File: config.mk
export PLATFORM = sky130hd
export DESIGN_NAME = shift_register_piso_stream
export DESIGN_NICKNAME = d
export VERILOG_FILES = /design/src/rtl/shift_register_piso_stream.sv
export SDC_FILE = /design/constraint.sdc
export NUM_CORES = 1
export LEC_CHECK = 0
export ABC_CLOCK_PERIOD_IN_PS = 4550
export CAP_MARGIN = 25
export CORE_MARGIN = 3
export CORE_UTILIZATION = 35
export DETAILED_ROUTE_END_ITERATION = 8
export SLEW_MARGIN = 20
export SYNTH_ARGS = -nofsm -noshare
export SYNTH_HDL_FRONTEND = slang
export SYNTH_SLANG_ARGS = --single-unit
File: constraint.sdc
create_clock -name clk_i -period 4.55 [get_ports clk_i]
set_clock_uncertainty 0.15 [all_clocks]
set_input_delay 0.6825 -clock clk_i [delete_from_list [all_inputs] [get_ports clk_i]]
set_output_delay 0.6825 -clock clk_i [all_outputs]
set_load 0.01 [all_outputs]
File: src/rtl/shift_register_piso_stream.sv
// Parallel-in serial-out shifter with valid/ready load, one-word holding buffer,
// selectable bit order, per-word length and a fixed idle line level.
module shift_register_piso_stream #(
  parameter int unsigned WIDTH     = 8,
  parameter bit          MSB_FIRST = 1'b0,
  parameter bit          IDLE_BIT  = 1'b0,
  parameter bit          COVER     = 1'b0,
  localparam int unsigned LW       = $clog2(WIDTH + 1)
) (
  input  logic             clk_i,
  input  logic             rst_i,
  input  logic             abort_i,
  input  logic             valid_i,
  output logic             ready_o,
  input  logic [WIDTH-1:0] value_i,
  input  logic [LW-1:0]    len_i,
  input  logic             advance_i,
  output logic             bit_o,
  output logic             busy_o,
  output logic             last_o,
  output logic             done_o
);

  localparam logic [LW-1:0] WL = LW'(WIDTH);

  logic [WIDTH-1:0] sr;
  logic [WIDTH-1:0] hold_data;
  logic [LW-1:0]    cnt;
  logic [LW-1:0]    hold_len;
  logic             busy;
  logic             hold_valid;
  logic             done_q;

  logic [LW-1:0]    len_c;
  logic [WIDTH-1:0] aligned;
  logic             accept;
  logic             last;
  logic             finishing;

  // Words are stored pre-aligned so the shifter always emits from a fixed end.
  always_comb begin
    len_c = len_i;
    if (len_i == '0 || len_i > WL) begin
      len_c = WL;
    end
    aligned = value_i;
    if (MSB_FIRST) begin
      aligned = value_i << (WIDTH - 32'(len_c));
    end
  end

  assign ready_o   = !hold_valid && !abort_i && !rst_i;
  assign accept    = valid_i && ready_o;
  assign last      = busy && (cnt == LW'(1));
  assign finishing = advance_i && last;

  assign busy_o = busy;
  assign last_o = last;
  assign done_o = done_q;
  assign bit_o  = busy ? (MSB_FIRST ? sr[WIDTH-1] : sr[0]) : IDLE_BIT;

  always_ff @(posedge clk_i or posedge rst_i) begin
    if (rst_i) begin
      sr         <= '0;
      cnt        <= '0;
      busy       <= 1'b0;
      hold_valid <= 1'b0;
      hold_data  <= '0;
      hold_len   <= '0;
      done_q     <= 1'b0;
    end else if (abort_i) begin
      busy       <= 1'b0;
      hold_valid <= 1'b0;
      cnt        <= '0;
      done_q     <= 1'b0;
    end else begin
      done_q <= finishing;
      if (!busy || finishing) begin
        if (hold_valid) begin
          sr         <= hold_data;
          cnt        <= hold_len;
          busy       <= 1'b1;
          hold_valid <= 1'b0;
        end else if (accept) begin
          sr   <= aligned;
          cnt  <= len_c;
          busy <= 1'b1;
        end else begin
          busy <= 1'b0;
        end
      end else begin
        if (advance_i) begin
          if (MSB_FIRST) begin
            sr <= {sr[WIDTH-2:0], 1'b0};
          end else begin
            sr <= {1'b0, sr[WIDTH-1:1]};
          end
          cnt <= cnt - LW'(1);
        end
        if (accept) begin
          hold_data  <= aligned;
          hold_len   <= len_c;
          hold_valid <= 1'b1;
        end
      end
    end
  end

  if (COVER) begin : g_cover
    cover property (@(posedge clk_i) disable iff (rst_i) done_q && busy);
    cover property (@(posedge clk_i) disable iff (rst_i) hold_valid && finishing);
  end

endmodule

## Word level (Yosys, flattened, before mapping)

Index checks and enable logic that the tools add are counted.

- Memories: 0
- Bits in writable memories: 0
- Output and inout port bits: 5
- Register bits after elaboration: 27
- Bits of input ports: 17
- Word-level logic and storage cells: 52
- ROM bits: 0
- Bits in latches: 0

- Equal/unequal tests: 3
- Muxes and demuxes: 19
- Reductions and logical operators: 19
- Div/mod/pow operators: 0
- Add/sub/neg operators: 1
- Magnitude comparators: 1
- Bitwise operators: 2
- Shift operators: 0
- $mul: 0

Operator list:

| cell | number |
|---|---|
| 2-to-1 mux 8 bit | 4 |
| 2-to-1 mux 4 bit | 6 |
| 2-to-1 mux 1 bit | 9 |
| AND reduction 3 bit | 2 |
| nonzero test 3 bit | 2 |
| logical AND 1 bit | 5 |
| equality test 4 x 1 -> 1 bit (second input constant) | 1 |
| > comparator 4 bit (second input constant) | 1 |
| zero test 1 bit | 4 |
| zero test 4 bit | 1 |
| inequality test 4 bit (second input constant) | 1 |
| nonzero test 2 bit | 2 |
| subtractor 4 x 1 -> 4 bit (second input constant) | 1 |
| inequality test 3 bit (second input constant) | 1 |
| logical OR 1 bit | 2 |
| NOT 1 bit | 2 |
| AND reduction 2 bit | 1 |

## Logic depth before layout (Yosys ltp)

- Depth in word-level cells: 8
- Depth in mapped cells: 7
- Depth with buffers taken out: 6

## Least setup slack after synthesis

OpenSTA, ideal clock, no wires.

- Path type: input to register
- Start: input abort_i
- End: register hold_data[0]
- Buffers on the path: 2
- Required time: 4,272 ps
- Data arrival time: 1,951 ps
- Setup time: 128 ps
- Stages: 5
- Path slack: 2,321 ps
- Cell sequence: buf_2 > nor3_2 > nand4_1 > buf_2 > mux2_1

- Cells in the longest elaborated chain, start to end: 5
- Elaborated cells between the ends (all ways): 6
- Those cells by class: 1 x bitwise; 5 x reduce/logical

RTL lines:

| item | RTL line | source |
|---|---|---|
| from (decl) | 12 | `input logic abort_i,` |
| zero test 1 bit | 52 | `assign ready_o = !hold_valid && !abort_i && !rst_i;` |
| logical AND 1 bit (2 in a row) | 52 |  |
| net ready_o | 14 | `output logic ready_o,` |
| logical AND 1 bit | 53 | `assign accept = valid_i && ready_o;` |
| AND reduction 3 bit (no source line) | n/a |  |
| to (signal assigned) | 101 | `hold_data <= aligned;` |
| to (decl) | 27 | `logic [WIDTH-1:0] hold_data;` |

The timed path passes the listed nets, and every way through them passes these cells.
A chain may end at the register's enable or synchronous reset.

## Final worst setup path

- Start: input abort_i
- End: output ready_o

- Cells in the longest elaborated chain, start to end: 3

RTL lines:

| item | RTL line |
|---|---|
| zero test 1 bit | 52 |
| logical AND 1 bit (2 in a row) | 52 |
| to (decl) | 14 |

Every way passes these cells.

==> flow_metrics.tcl <==
set metrics [dict create \
    ys_warn_count 0 \
    clockRootBuffer "clkbuf_8" \
    io_pins 22 \
    pwr-share-comb_pct 21.0 \
    grt_max_degree 28 \
    num_vias 1106 \
    cts_tree "built" \
    critical_path_class "in -> out" \
    antenna_cells 0 \
    place_congestion 0.742 \
    fp-row-count 23 \
    multi_input_area_um2 772 \
    synthesis.nets 152 \
    hold_violations 0 \
    synth_area_um2 1500 \
    crit_top_cell "clkdlybuf4s50_1" \
    fmax_mhz 326 \
    yosys.area.top_type_share_pct 45.1 \
    synth_top_cell_by_area "dfrtp_1" \
    slowest_delay_ns 0.66 \
    async_flop_share_pct 100 \
    p_seq_share_pct 54.1 \
    worstPathArrival_ns 2.24 \
    grt_pass1_wl_um 5320 \
    slew_headroom_pct 46.8 \
    drv_slew 0 \
    switching_power_uw 160 \
    die_area_um2 5100 \
    wl_um 3080 \
    setup_tns_ns 0 \
    drt_iter0_markers 73 \
    die_y_um 71.4 \
    finalWorstSetupSlack_ns 1.48 \
    dp_hpwl_um 2220 \
    avgRoutedWirePerCell_um 15.2 \
    power_frac_clock_pct 25.0 \
    p_leak_nw 0.758 \
    worstHoldPathType "reg -> reg" \
    drv_cap 0 \
    coreArea_um2 4060 \
    critPathLaunchType "primary input" \
    area_growth_pct 19.9 \
    first_global_vias 1113 \
    crit_fanout 11 \
    worstSkewPairLatency_ns 0.28 \
    clock-sinks 27 \
    viasPerCell 5.45 \
    worstPathRequired_ns 3.72 \
    drive_gt1_share_pct 13.7 \
    min_period_over_period_pct 67.4 \
    cts.path.max_buffers 2 \
    io_buffers 21 \
    final_nets 173 \
    syn_inst 133 \
    synth_edf_count 0 \
    worst_pin_slew_ns 0.798 \
    seq_area_frac_synth_pct 45.1 \
    synthTopCellsByArea "dfrtp_1, mux2_1, mux2i_1" \
    power.density_nw_per_um2 324 \
    drc 0 \
    start_util_pct 36.9 \
    dr.pass1.iters 4 \
    antenna_left 0 \
    netlist-cell-type-count 41 \
    regArea_um2 676 \
    end_kind "primary output" \
    min_period_ns 3.07 \
    status "complete, no violations" \
    post_cts_resized 0 \
    die_w_um 71.4 \
    peakVddDrop_v 0.000210 \
    ys_ff_latch 27 \
    dp.cells 199 \
    track_usage_pct 13.1 \
    antenna_found_initial 0 \
    h-tree-depth 1 \
    path_cells "clkdlybuf4s50_1 -> nor3_2 -> clkdlybuf4s50_1" \
    fillers 381 \
    slowest_stage "clkdlybuf4s50_1" \
    p_sw_share_pct 27.5 \
    rsz0062_at_grt "false" \
    setup-violations-final 0 \
    overflow 0 \
    avgSynthCellArea_um2 11.3 \
    cts_hold_buf 0 \
    cts_buffers 3 \
    synthFlopType "dfrtp_1" \
    stdcell_count 203 \
    path_clk_slew_ns 0.10 \
    place_ws_ns 1.35 \
    p_int_uw 421 \
    post_cts_buffers 0 \
]
-- state kept, by name (all words and copies together), names as in the netlist --
name	flops
hold_valid	1
sr	8
busy_o	1
cnt	4
hold_len	4
hold_data	8
done_o	1
-- area by class of cell --
type / count / area share, %
inverters: 7 / 1.46
clock buffers: 3 / 2.30
well taps: 50 / 3.48
multi-input cells: 94 / 43.0
clock inverters: 1 / 0.418
repair buffers: 21 / 11.7
flip-flops and latches: 27 / 37.6
-- through the flow --
stage          cell area, µm²  total power, mW  hold slack, ns  util, %
6_report                 1800            0.581           0.350     44.2
3_3_place_gp             1750            0.437           0.319     43.0
3_5_place_dp             1750            0.441           0.331     43.0
2_1_floorplan            1500            0.400           0.305        -
5_1_grt                  1800            0.615           0.371     44.2
4_1_cts                  1800            0.590           0.356     44.2
-- synth_stat cells, types with 2 or more instances --
cell type and count:
nor3_1 3, mux2_4 5, or4_1 2, dfrtp_1 27, nand2_1 9, inv_1 7
nand3_1 3, mux2i_1 8, a21oi_1 3, o21ai_0 3, nor2_1 9, nand2b_1 2
mux2_2 4, a211oi_1 3, and3_1 2, o21ai_1 3, ha_1 2, mux2_1 11
buf_2 3, nor2b_1 3
-- critical path, delay by kind of cell --
family,cells,cell delay (ns)
simple gates,1,0.32
buf+inv,2,1.24
-- worst paths after layout --
| kind | depth (start not counted) | startpoint | end | slack, ns |
|---|---|---|---|---|
| min in group asynchronous | 2 | rst_i | hold_len[2] | 0.71 |
| max in group asynchronous | 2 | rst_i | sr[4] | 3.16 |
| hold reg to reg | 1 | hold_data[6] | hold_data[6] | 0.35 |
| setup reg to reg | 3 | hold_valid | hold_data[1] | 2.03 |
| hold / removal | 1 | hold_data[6] | hold_data[6] | 0.35 |
| setup / recovery | 3 | abort_i | ready_o | 1.48 |
-- routing by layer --
metal  wire length, µm  GRT usage (%)  part of all wire, %  up-vias
met4                24           3.76                 0.78        0
met2              1410           21.6                   46       19
met1              1520           16.9                   49      558
met5                 0              0                    0        -
met3               123           3.37                  4.0        2
li1                  -              -                    -      527
-- power by group through the flow --
stage / logic, mW / registers [mW] / clock network [mW]
2_1_floorplan: 0.0905 / 0.309 / 0
3_3_place_gp: 0.120 / 0.317 / 0
3_5_place_dp: 0.123 / 0.318 / 0
4_1_cts: 0.124 / 0.314 / 0.152
5_1_grt: 0.137 / 0.319 / 0.159
6_report: 0.122 / 0.314 / 0.145
-- placed cells by master, fill, tap and decap left out, types with 2 or more instances in the layout --
| cell | count |
|---|---|
| nor3_1 | 3 |
| nand2_1 | 9 |
| clkbuf_8 | 3 |
| and3_1 | 2 |
| mux2i_1 | 8 |
| nor2b_1 | 3 |
| o21ai_1 | 3 |
| mux2_4 | 5 |
| nand3_1 | 3 |
| inv_1 | 6 |
| a21oi_1 | 3 |
| clkdlybuf4s50_1 | 21 |
| or4_1 | 2 |
| mux2_1 | 11 |
| dfrtp_1 | 27 |
| o21ai_0 | 3 |
| nand2b_1 | 2 |
| ha_1 | 2 |
| mux2_2 | 4 |
| a211oi_1 | 3 |
| nor2_1 | 9 |
-- logic make-up after synthesis --
group | after synthesis | synth area share (%)
flip-flops | 27 | 45.1
AO/OA/AOI/OAI | 23 | 12.1
multiplexers | 28 | 21.6
adder cells (fa/ha/maj) | 2 | 1.67
buffers and inverters | 12 | 3.34
AND/OR/NAND/NOR | 41 | 16.1
Note: power is estimated with default switching activity, not from simulation.
